### config.mk
export PLATFORM = sky130hd
export DESIGN_NAME = vdma_burst_responder_flat
export DESIGN_NICKNAME = d
export VERILOG_FILES = /design/src/rtl/vdma_burst_responder_if.sv /design/src/rtl/vdma_burst_responder.sv /design/src/flat_wrapper.sv
export SDC_FILE = /design/constraint.sdc
export NUM_CORES = 1
export LEC_CHECK = 0
export CAP_MARGIN = 40
export CORE_UTILIZATION = 45
export DETAILED_ROUTE_END_ITERATION = 6
export HOLD_SLACK_MARGIN = 0.12
export PLACE_DENSITY = 0.82
export SLEW_MARGIN = 20
export SYNTH_ARGS = -nofsm -noshare
export SYNTH_HDL_FRONTEND = slang
export SYNTH_SLANG_ARGS = --single-unit
### constraint.sdc
create_clock -name clock -period 3.4 [get_ports clock]
set_clock_uncertainty 0.05 [all_clocks]
set_input_delay 0.51 -clock clock [delete_from_list [all_inputs] [get_ports clock]]
set_output_delay 0.51 -clock clock [all_outputs]
set_load 0.01 [all_outputs]
### src/rtl/vdma_burst_responder_if.sv
// ----------------------------------------------------------------------------
// vdma_burst_responder_if
// Bundles every bus-level signal of the VDMA burst responder: the request
// handshake, frame control, the first-word-fall-through FIFO read port, the
// AXI4 write channels (AW/W/B) and the status outputs. Clock and reset are
// not part of the bundle.
//
// Modports:
//   master - view taken by vdma_burst_responder (drives AXI AW/W, bready,
//            request acknowledges, FIFO pop and status)
//   slave  - view taken by the environment (requester, FIFO, AXI slave)
// ----------------------------------------------------------------------------
interface vdma_burst_responder_if #(
  parameter int DSIZE = 32,
  parameter int ASIZE = 32,
  parameter int LSIZE = 9,
  parameter int BYTES = DSIZE / 8
);
  // Request side
  logic             burst_req;
  logic             tail_req;
  logic [LSIZE-1:0] req_len;
  logic             resp;
  logic             done;
  // Frame control
  logic             frame_start;
  logic [ASIZE-1:0] base_addr;
  // FWFT FIFO
  logic             fifo_empty;
  logic [DSIZE-1:0] fifo_data;
  logic             fifo_rd_en;
  // AXI4 write address
  logic             awvalid;
  logic             awready;
  logic [ASIZE-1:0] awaddr;
  logic [7:0]       awlen;
  logic [2:0]       awsize;
  logic [1:0]       awburst;
  // AXI4 write data
  logic             wvalid;
  logic             wready;
  logic [DSIZE-1:0] wdata;
  logic [BYTES-1:0] wstrb;
  logic             wlast;
  // AXI4 write response
  logic             bvalid;
  logic             bready;
  logic [1:0]       bresp;
  // Status
  logic             busy;
  logic             err_resp;
  logic [7:0]       err_cnt;

  modport master (
    input  burst_req, tail_req, req_len, frame_start, base_addr,
    input  fifo_empty, fifo_data, awready, wready, bvalid, bresp,
    output resp, done, fifo_rd_en,
    output awvalid, awaddr, awlen, awsize, awburst,
    output wvalid, wdata, wstrb, wlast, bready,
    output busy, err_resp, err_cnt
  );

  modport slave (
    output burst_req, tail_req, req_len, frame_start, base_addr,
    output fifo_empty, fifo_data, awready, wready, bvalid, bresp,
    input  resp, done, fifo_rd_en,
    input  awvalid, awaddr, awlen, awsize, awburst,
    input  wvalid, wdata, wstrb, wlast, bready,
    input  busy, err_resp, err_cnt
  );
endinterface

### src/rtl/vdma_burst_responder.sv
// ----------------------------------------------------------------------------
// vdma_burst_responder
// Accepts burst/tail write requests, turns each into one AXI4 INCR write burst
// fed from a first-word-fall-through FIFO, and advances a frame address by the
// burst size after every completed request.
//
// Ports:
//   clock  - rising-edge clock
//   rst_n  - asynchronous active-low reset
//   bus    - vdma_burst_responder_if.master: request handshake (burst_req,
//            tail_req, req_len, resp, done), frame control (frame_start,
//            base_addr), FIFO (fifo_empty, fifo_data, fifo_rd_en), AXI4
//            AW/W/B channels and status (busy, err_resp, err_cnt)
//
// Build option:
//   VDMA_BRESP_CHECK_EN - when defined, a non-OKAY bresp at the B handshake
//                         sets the sticky err_resp flag and bumps the
//                         saturating err_cnt. When undefined both stay 0.
// ----------------------------------------------------------------------------
module vdma_burst_responder #(
  parameter int DSIZE = 32,
  parameter int ASIZE = 32,
  parameter int LSIZE = 9,
  parameter int BYTES = DSIZE / 8
) (
  input logic                    clock,
  input logic                    rst_n,
  vdma_burst_responder_if.master bus
);

  typedef enum logic [2:0] {
    IDLE  = 3'd0,
    ACK   = 3'd1,
    ADDR  = 3'd2,
    DATA  = 3'd3,
    BRESP = 3'd4,
    FSH   = 3'd5
  } state_t;

  state_t           state_r;
  state_t           state_next_s;

  logic             req_s;
  logic             len_ok_s;
  logic             wvalid_s;
  logic             w_hs_s;
  logic [ASIZE-1:0] step_s;

  logic             resp_d_s;
  logic             done_d_s;
  logic             awvalid_d_s;
  logic             bready_d_s;
  logic             busy_d_s;

  logic             resp_r;
  logic             done_r;
  logic             awvalid_r;
  logic             bready_r;
  logic             busy_r;
  logic             wlast_r;
  logic [ASIZE-1:0] addr_r;
  logic             pend_r;
  logic [8:0]       len_r;
  logic [7:0]       awlen_r;
  logic [8:0]       cnt_r;

  // Tail and burst requests differ only in arbitration priority; once taken
  // they run the identical sequence, so no kind register is kept.
  assign req_s    = bus.tail_req | bus.burst_req;
  assign len_ok_s = (bus.req_len != '0) && (32'(bus.req_len) <= 32'd256);

  // wvalid follows the FIFO directly so an underrun never presents stale data.
  assign wvalid_s = (state_r == DATA) && !bus.fifo_empty;
  assign w_hs_s   = wvalid_s && bus.wready;

  // Address advance for the finished request; rejected requests latch len 0.
  assign step_s   = ASIZE'(len_r) * ASIZE'(BYTES);

  // State register.
  always_ff @(posedge clock or negedge rst_n) begin
    if (!rst_n) begin
      state_r <= IDLE;
    end else begin
      state_r <= state_next_s;
    end
  end

  // Next-state logic.
  always_comb begin
    state_next_s = state_r;
    case (state_r)
      IDLE: begin
        if (req_s) begin
          if (len_ok_s) begin
            state_next_s = ACK;
          end else begin
            state_next_s = FSH;
          end
        end else begin
          state_next_s = IDLE;
        end
      end
      ACK: begin
        state_next_s = ADDR;
      end
      ADDR: begin
        if (bus.awready) begin
          state_next_s = DATA;
        end else begin
          state_next_s = ADDR;
        end
      end
      DATA: begin
        if (w_hs_s && wlast_r) begin
          state_next_s = BRESP;
        end else begin
          state_next_s = DATA;
        end
      end
      BRESP: begin
        if (bus.bvalid) begin
          state_next_s = FSH;
        end else begin
          state_next_s = BRESP;
        end
      end
      FSH: begin
        state_next_s = IDLE;
      end
      default: begin
        state_next_s = IDLE;
      end
    endcase
  end

  // Output decode from the next state so every control output is a flop.
  always_comb begin
    resp_d_s    = 1'b0;
    done_d_s    = 1'b0;
    awvalid_d_s = 1'b0;
    bready_d_s  = 1'b0;
    busy_d_s    = 1'b0;
    // resp fires on leaving IDLE, which also covers rejected lengths (-> FSH)
    resp_d_s    = (state_r == IDLE) && (state_next_s != IDLE);
    done_d_s    = (state_next_s == FSH);
    awvalid_d_s = (state_next_s == ADDR);
    bready_d_s  = (state_next_s == BRESP);
    busy_d_s    = (state_next_s != IDLE);
  end

  // Registered control outputs.
  always_ff @(posedge clock or negedge rst_n) begin
    if (!rst_n) begin
      resp_r    <= 1'b0;
      done_r    <= 1'b0;
      awvalid_r <= 1'b0;
      bready_r  <= 1'b0;
      busy_r    <= 1'b0;
    end else begin
      resp_r    <= resp_d_s;
      done_r    <= done_d_s;
      awvalid_r <= awvalid_d_s;
      bready_r  <= bready_d_s;
      busy_r    <= busy_d_s;
    end
  end

  // Latch the accepted length and the matching awlen when a request is taken.
  always_ff @(posedge clock or negedge rst_n) begin
    if (!rst_n) begin
      len_r   <= 9'd0;
      awlen_r <= 8'd0;
    end else if ((state_r == IDLE) && req_s) begin
      if (len_ok_s) begin
        len_r   <= 9'(bus.req_len);
        awlen_r <= 8'(bus.req_len - LSIZE'(1));
      end else begin
        len_r   <= 9'd0;
        awlen_r <= 8'd0;
      end
    end else begin
      len_r   <= len_r;
      awlen_r <= awlen_r;
    end
  end

  // Beat counter and registered wlast; wlast is precomputed one beat ahead.
  always_ff @(posedge clock or negedge rst_n) begin
    if (!rst_n) begin
      cnt_r   <= 9'd0;
      wlast_r <= 1'b0;
    end else if (state_next_s != DATA) begin
      cnt_r   <= cnt_r;
      wlast_r <= 1'b0;
    end else if (state_r != DATA) begin
      cnt_r   <= 9'd0;
      wlast_r <= (len_r == 9'd1);
    end else if (w_hs_s) begin
      cnt_r   <= cnt_r + 9'd1;
      wlast_r <= ((cnt_r + 9'd1) == (len_r - 9'd1));
    end else begin
      cnt_r   <= cnt_r;
      wlast_r <= wlast_r;
    end
  end

  // Frame address: load in IDLE, otherwise remember frame_start until FSH,
  // where a pending reload wins over the normal increment.
  always_ff @(posedge clock or negedge rst_n) begin
    if (!rst_n) begin
      addr_r <= '0;
      pend_r <= 1'b0;
    end else if (state_r == IDLE) begin
      if (bus.frame_start) begin
        addr_r <= bus.base_addr;
      end else begin
        addr_r <= addr_r;
      end
      pend_r <= 1'b0;
    end else if (state_r == FSH) begin
      if (pend_r || bus.frame_start) begin
        addr_r <= bus.base_addr;
      end else begin
        addr_r <= addr_r + step_s;
      end
      pend_r <= 1'b0;
    end else begin
      addr_r <= addr_r;
      pend_r <= pend_r | bus.frame_start;
    end
  end

`ifdef VDMA_BRESP_CHECK_EN
  logic       err_resp_r;
  logic [7:0] err_cnt_r;

  // Sticky error flag and saturating error counter on non-OKAY responses.
  always_ff @(posedge clock or negedge rst_n) begin
    if (!rst_n) begin
      err_resp_r <= 1'b0;
      err_cnt_r  <= 8'd0;
    end else if ((state_r == BRESP) && bus.bvalid && (bus.bresp != 2'b00)) begin
      err_resp_r <= 1'b1;
      if (err_cnt_r != 8'hFF) begin
        err_cnt_r <= err_cnt_r + 8'd1;
      end else begin
        err_cnt_r <= err_cnt_r;
      end
    end else begin
      err_resp_r <= err_resp_r;
      err_cnt_r  <= err_cnt_r;
    end
  end

  assign bus.err_resp = err_resp_r;
  assign bus.err_cnt  = err_cnt_r;
`else
  logic unused_bresp_s;
  assign unused_bresp_s = ^bus.bresp;
  assign bus.err_resp   = 1'b0;
  assign bus.err_cnt    = 8'd0;
`endif

  assign bus.resp       = resp_r;
  assign bus.done       = done_r;
  assign bus.busy       = busy_r;
  assign bus.awvalid    = awvalid_r;
  assign bus.awaddr     = addr_r;
  assign bus.awlen      = awlen_r;
  assign bus.awsize     = 3'($clog2(BYTES));
  assign bus.awburst    = 2'b01;
  assign bus.wvalid     = wvalid_s;
  assign bus.wdata      = bus.fifo_data;
  assign bus.wstrb      = {BYTES{1'b1}};
  assign bus.wlast      = wlast_r;
  assign bus.fifo_rd_en = w_hs_s;
  assign bus.bready     = bready_r;

endmodule
### src/flat_wrapper.sv
// flat-port wrapper written by rule: the top's interface ports become plain ports
module vdma_burst_responder_flat 
#(
  parameter int DSIZE = 32,
  parameter int ASIZE = 32,
  parameter int LSIZE = 9,
  parameter int BYTES = DSIZE / 8
)
  (clock, rst_n, bus_burst_req, bus_tail_req, bus_req_len, bus_frame_start, bus_base_addr, bus_fifo_empty, bus_fifo_data, bus_awready, bus_wready, bus_bvalid, bus_bresp, bus_resp, bus_done, bus_fifo_rd_en, bus_awvalid, bus_awaddr, bus_awlen, bus_awsize, bus_awburst, bus_wvalid, bus_wdata, bus_wstrb, bus_wlast, bus_bready, bus_busy, bus_err_resp, bus_err_cnt);
  vdma_burst_responder_if #(.DSIZE(DSIZE), .ASIZE(ASIZE), .LSIZE(LSIZE), .BYTES(BYTES)) bus_i ();
  input logic clock;
  input logic rst_n;
  input wire logic [$bits(bus_i.burst_req)-1:0] bus_burst_req;
  input wire logic [$bits(bus_i.tail_req)-1:0] bus_tail_req;
  input wire logic [$bits(bus_i.req_len)-1:0] bus_req_len;
  input wire logic [$bits(bus_i.frame_start)-1:0] bus_frame_start;
  input wire logic [$bits(bus_i.base_addr)-1:0] bus_base_addr;
  input wire logic [$bits(bus_i.fifo_empty)-1:0] bus_fifo_empty;
  input wire logic [$bits(bus_i.fifo_data)-1:0] bus_fifo_data;
  input wire logic [$bits(bus_i.awready)-1:0] bus_awready;
  input wire logic [$bits(bus_i.wready)-1:0] bus_wready;
  input wire logic [$bits(bus_i.bvalid)-1:0] bus_bvalid;
  input wire logic [$bits(bus_i.bresp)-1:0] bus_bresp;
  output wire logic [$bits(bus_i.resp)-1:0] bus_resp;
  output wire logic [$bits(bus_i.done)-1:0] bus_done;
  output wire logic [$bits(bus_i.fifo_rd_en)-1:0] bus_fifo_rd_en;
  output wire logic [$bits(bus_i.awvalid)-1:0] bus_awvalid;
  output wire logic [$bits(bus_i.awaddr)-1:0] bus_awaddr;
  output wire logic [$bits(bus_i.awlen)-1:0] bus_awlen;
  output wire logic [$bits(bus_i.awsize)-1:0] bus_awsize;
  output wire logic [$bits(bus_i.awburst)-1:0] bus_awburst;
  output wire logic [$bits(bus_i.wvalid)-1:0] bus_wvalid;
  output wire logic [$bits(bus_i.wdata)-1:0] bus_wdata;
  output wire logic [$bits(bus_i.wstrb)-1:0] bus_wstrb;
  output wire logic [$bits(bus_i.wlast)-1:0] bus_wlast;
  output wire logic [$bits(bus_i.bready)-1:0] bus_bready;
  output wire logic [$bits(bus_i.busy)-1:0] bus_busy;
  output wire logic [$bits(bus_i.err_resp)-1:0] bus_err_resp;
  output wire logic [$bits(bus_i.err_cnt)-1:0] bus_err_cnt;
  assign bus_i.burst_req = bus_burst_req;
  assign bus_i.tail_req = bus_tail_req;
  assign bus_i.req_len = bus_req_len;
  assign bus_i.frame_start = bus_frame_start;
  assign bus_i.base_addr = bus_base_addr;
  assign bus_i.fifo_empty = bus_fifo_empty;
  assign bus_i.fifo_data = bus_fifo_data;
  assign bus_i.awready = bus_awready;
  assign bus_i.wready = bus_wready;
  assign bus_i.bvalid = bus_bvalid;
  assign bus_i.bresp = bus_bresp;
  assign bus_resp = bus_i.resp;
  assign bus_done = bus_i.done;
  assign bus_fifo_rd_en = bus_i.fifo_rd_en;
  assign bus_awvalid = bus_i.awvalid;
  assign bus_awaddr = bus_i.awaddr;
  assign bus_awlen = bus_i.awlen;
  assign bus_awsize = bus_i.awsize;
  assign bus_awburst = bus_i.awburst;
  assign bus_wvalid = bus_i.wvalid;
  assign bus_wdata = bus_i.wdata;
  assign bus_wstrb = bus_i.wstrb;
  assign bus_wlast = bus_i.wlast;
  assign bus_bready = bus_i.bready;
  assign bus_busy = bus_i.busy;
  assign bus_err_resp = bus_i.err_resp;
  assign bus_err_cnt = bus_i.err_cnt;
  vdma_burst_responder #(.DSIZE(DSIZE), .ASIZE(ASIZE), .LSIZE(LSIZE), .BYTES(BYTES)) u_core (.clock(clock), .rst_n(rst_n), .bus(bus_i));
endmodule
Word-level counts from Yosys, hierarchy flattened. Index checks and enable logic that the tools add are counted.

Register bits after elaboration: 68. Latch bits: 0. Bits in writable memories: 0. Memory bits (read-only): 0. Logic and storage cells: 68. Memories: 0.

$add $sub $neg: 4. Multiply operators: 0. Divide/modulo/power cells: 0. Magnitude comparators: 1. Eq/ne operators: 13. Shifts and indexed selects: 0. Muxes and demuxes: 19. Bitwise logic cells: 3. Reductions and logical operators: 16.

Operators by type and width (count): 32-bit 2-to-1 mux (4); 32-bit by 11-bit adder with 32-bit output (1); 9-bit 2-to-1 mux (3); 3-bit case mux with 5 select lines (1); 3-bit equality test (second input constant) (4); 9-bit by 1-bit adder with 9-bit output (second input constant) (1); 3-bit by 2-bit equality test with 1-bit output (second input constant) (3); 9-bit by 1-bit equality test with 1-bit output (second input constant) (1); 9-bit equality test (1); 9-bit less-or-equal comparator (second input constant) (1); 3-bit 2-to-1 mux (3); 9-bit nonzero test (1); 9-bit by 1-bit subtractor with 9-bit output (second input constant) (1); 8-bit 2-to-1 mux (1); 8-bit by 1-bit subtractor with 8-bit output (second input constant) (1); 1-bit 2-to-1 mux (7); 1-bit logical AND (6); 3-bit by 2-bit != test with 1-bit output (second input constant) (2); 3-bit nonzero test (2); 2-bit AND reduction (2); 2-bit nonzero test (2); 3-bit by 1-bit equality test with 1-bit output (second input constant) (1); 3-bit zero test (1); 2-bit != test (second input constant) (1); 4 further kinds (5).

Longest topological paths before layout.
Depth in word-level cells: 9. Depth in mapped cells: 9. Depth with buffers taken out: 8.

Worst setup path before layout. Ideal clock, no wire load.

Path kind: register to register. Start: reg u_core.len_r[0]. End: reg u_core.addr_r[14] (netlist: u_core.bus.awaddr[14]). Setup time: 79 ps. Arrival: 2348 ps. Slack: 923 ps. Stages on the path, launching flop included: 10. Period minus slack after synthesis: 2477 ps. Cell sequence: dfrtp_1 -> ha_1 -> fa_1 -> a21oi_1 -> o21ai_1 -> a2111o_1 -> and2_1 -> buf_6 -> a31oi_1 -> a2bb2oi_1.

Word-level cells in the longest chain between the ends: 4.

RTL lines: start: declaration (line vdma_burst_responder.sv:63) `logic [8:0] len_r;`; start signal: assignment (line vdma_burst_responder.sv:175) `len_r <= 9'(bus.req_len);`; start signal: assignment (line vdma_burst_responder.sv:182) `len_r <= len_r;`; 32-bit by 11-bit adder with 32-bit output (line vdma_burst_responder.sv:224) `addr_r <= addr_r + step_s;`; 32-bit 2-to-1 mux (line vdma_burst_responder.sv:221) `if (pend_r || bus.frame_start) begin`; 32-bit 2-to-1 mux (line vdma_burst_responder.sv:220) `end else if (state_r == FSH) begin`; 32-bit 2-to-1 mux (line vdma_burst_responder.sv:213) `end else if (state_r == IDLE) begin`; end signal: assignment (line vdma_burst_responder.sv:215) `addr_r <= bus.base_addr;`; end signal: assignment (line vdma_burst_responder.sv:222) `addr_r <= bus.base_addr;`; end signal: assignment (line vdma_burst_responder.sv:224); end: declaration (line vdma_burst_responder.sv:61) `logic [ASIZE-1:0] addr_r;`.

No other way between the ends. The select of a mux whose other input is x is not followed. A chain may end at the register's enable or synchronous reset.

Worst setup path in the final report.
Start: reg u_core.state_r[1]. End: out bus_fifo_rd_en.

Word-level cells in the longest chain between the ends: 3.

RTL lines: start: declaration (line vdma_burst_responder.sv:40) `state_t state_r;`; start signal: assignment (line vdma_burst_responder.sv:84) `state_r <= state_next_s;`; 3-bit by 2-bit equality test with 1-bit output (line vdma_burst_responder.sv:73) `assign wvalid_s = (state_r == DATA) && !bus.fifo_empty;`; 1-bit logical AND (line vdma_burst_responder.sv:73); 1-bit logical AND (line vdma_burst_responder.sv:74) `assign w_hs_s = wvalid_s && bus.wready;`; end: declaration (line flat_wrapper.sv:26) `output wire logic [$bits(bus_i.fifo_rd_en)-1:0] bus_fifo_rd_en;`.

No other way between the ends.

==> impl_metrics.toml <==
[outcome]
status = "finished with violations"
violations = "DRC"

[power]
power_density_nw_per_um2 = 351
power_uw = 2010
vdd.ir_drop.worst_mv = 0.158
p_leak_uw = 0.00238

[synth]
ys.flop_type = "dfrtp_1"
synth_enable_flop_cells = 0
synthArstFlopShare_pct = 100
yosysTopAreaCell = "dfrtp_1"
yosysMostFrequentCell = "nand2_1"
ys_seq_area_share_pct = 36.0
syn-instance-count = 551
ys_top_cells_by_area = "dfrtp_1 (36%), buf_4 (7.9%), nand2_1 (5.7%), xnor2_1 (4.4%), o21ai_0 (4.0%)"
syn_area_per_cell_um2 = 8.59
ys_types = 65
netlist.area_leader.share_pct = 36.0
yosysWarnings = 0
synthTopCellsByCount = "nand2_1 (72), dfrtp_1 (68), buf_4 (50)"
netlist_area_um2 = 4730
synth-seq-cells = 68

[grt]
grt_max_degree = 48
grt_pass1_vias = 4227
antenna_found_initial = 0
grt_pass1_wl_um = 20200
grtUsageTotal_pct = 22.6
grt_overflow = 0

[floorplanning]
ioPinCount = 182
fp-row-count = 37
initial_core_util_pct = 46.0
core_um2 = 10300
fp.dieH_um = 105
die_area_um2 = 10900
fp.dieW_um = 105

[setup_path]
slowest_stage = "dfrtp_1"
cpPeakStageDelay_ps = 550
cp-start-kind = "flop"
regToRegEndpoint = "u_core.bus.awaddr[14]$_DFFE_PN0P_"
r2r_setup_slack_ps = 610
path_cells = "nor2b_1, nand2_1, nor2_1, clkdlybuf4s50_1"
crit_type = "flop to primary output"
cp_max_fo = 11
reg2reg_depth = 8
r2r_start = "u_core.len_r[0]$_DFFE_PN0P_"
critPathCaptureType = "primary output"
cp.arrival_ps = 2270
crit_required_ps = 2840

[placed_design]
placed_cells = 734
portBuffers = 97
place_ws_ps = 313
gp_congestion = 0.918
dp.final_hpwl_um = 9000

[timing]
setup_tns_ps = 0
final_max_slew_viol_count = 0
fmax_ghz = 0.353
period_share_pct = 83.3
timing_hold_violations_final = 0
relSlewSlack_pct = 45.7
worstMarginPinSlew_ps = 809
final-setup-viol-count = 0
rsz0062_at_grt = "no"
postLayoutSetupSlackWorst_ps = 569
post-route-min-period_ps = 2830

[finish]
fillers = 904
num_antenna_cells = 0
regArea_um2 = 1700
layout-drive-gt1-share_pct = 6.34
nets = 709
fin_cells = 751
multi_input_area_um2 = 2530
areaGrowthSynthToFinish_pct = 21.0

[clock_network]
cts_max_path_buffers = 2
clock_latency_ps = 350
cts_root_buf = "clkbuf_8"
cts.reportedPaths.clkPinSlew_ps = 80
clock_sinks = 68
cts_tree = "done"
cts_buffers = 9
cts_resized = 0
cts_max_level = 3

[flow_run]
maxCapViolations = 0

[hold_path]
hold-path-cell-count = 2
hold_class = "flop to flop"
holdPathEnd = "u_core.bus.awlen[3]$_DFFE_PN0P_"
min-delay-start = "u_core.bus.awlen[3]$_DFFE_PN0P_"

[routing]
routed_wl_um = 12100
avgViaCountPerCell = 5.66
drc = 2
wl_met1_um = 5180
wl_met2_um = 5880
wl_met3_um = 717
first_pass_iters = 7
ant_nets = 0
vias = 4253
drtIter0Drc = 311
wl_per_cell_um = 16.1
dr.max_layer_used = "met4"
==> placed cells by master (no fill, tap or decap), types with 3 or more instances in the layout <==
cell type / n
o21a_1: 3
clkbuf_8: 9
o211ai_1: 10
nor3_1: 17
dfrtp_1: 68
nand3b_1: 3
nand4_1: 7
o21ai_0: 36
nand2b_1: 8
nor4_1: 3
or3_1: 7
o31ai_1: 10
xor2_1: 9
a21oi_1: 20
nand3_1: 22
and3_1: 12
a21o_1: 6
nor2b_1: 3
conb_1: 18
buf_4: 6
nand2_1: 72
a31oi_1: 11
or4_1: 3
ha_1: 14
o22a_1: 3
a2bb2oi_1: 3
o21ai_1: 5
o31a_1: 3
a311oi_1: 3
inv_1: 12
xnor2_1: 24
and2_1: 3
nand4b_1: 3
a211oi_1: 3
clkdlybuf4s50_1: 96
nor2_1: 35
==> worst max path at each step <==
stage | depth (start not counted) | endpoint | from | slack, ps
6_report | 4 | bus_fifo_rd_en | u_core.state_r[1]$_DFF_PN0_ | 570
5_1_grt | 4 | bus_wvalid | u_core.state_r[1]$_DFF_PN0_ | 380
4_1_cts | 4 | bus_fifo_rd_en | u_core.state_r[1]$_DFF_PN0_ | 590
3_5_place_dp | 8 | u_core.bus.busy$_DFF_PN0_ | bus_req_len[2] | 310
3_3_place_gp | 8 | u_core.bus.busy$_DFF_PN0_ | bus_req_len[2] | 470
2_1_floorplan | 9 | u_core.bus.awaddr[14]$_DFFE_PN0P_ | u_core.len_r[0]$_DFFE_PN0P_ | 920
==> through the flow <==
step	instance area (um2)	util [%]	hold WS [ps]
after floorplan	4790	-	164
after global placement	5460	53.1	416
after detailed placement	5500	53.5	425
after CTS	5730	55.7	443
after global routing	5730	55.7	466
final	5730	55.7	435
==> power by group <==
group	switching (uW)	internal (uW)
registers	71.0	856
clock network	327	413
logic	159	187
==> state kept, by name, summed over array words and instances (netlist names), 3 cells and up <==
signal             count
u_core.bus.awaddr     32
u_core.bus.awlen       8
u_core.state_r         3
u_core.cnt_r           9
u_core.len_r           9
==> repair_timing <==
action,CTS,global route
setup buffers,0,0
endpoints found under the hold margin,21,0
hold buffers,1,0
setup endpoints to repair,0,0
==> logic make-up after synthesis <==
family / Yosys count / share of synthesized area [%]
xor+xnor: 33 / 6.11
fa+ha+maj: 15 / 4.12
mux: 3 / 0.687
compound gates: 132 / 18.2
other cells: 2 / 0.159
flops: 68 / 36.0
buf+inv: 86 / 12.0
simple gates: 212 / 22.8
==> worst max-delay path: cells and delay by family, from the launching register on <==
kind / cells / cell delay (ps)
buffers and inverters: 1 / 550
AND/OR/NAND/NOR: 3 / 830
flip-flops: 1 / 550
==> final cells by class <==
class	count	share of cell area, %
multi-input cells	413	44.2
flip-flops and latches	68	29.7
repair buffers	106	18.6
inverters	12	0.786
clock inverters	6	1.55
clock buffers	10	2.23
well taps	136	2.97
==> routing by layer <==
metal	vias to the layer above	track usage, %
met4	0	11.0
met5	-	0
met3	24	3.12
li1	2021	-
met1	2017	30.4
met2	191	35.9
Note: power is estimated with default switching activity, not from simulation.
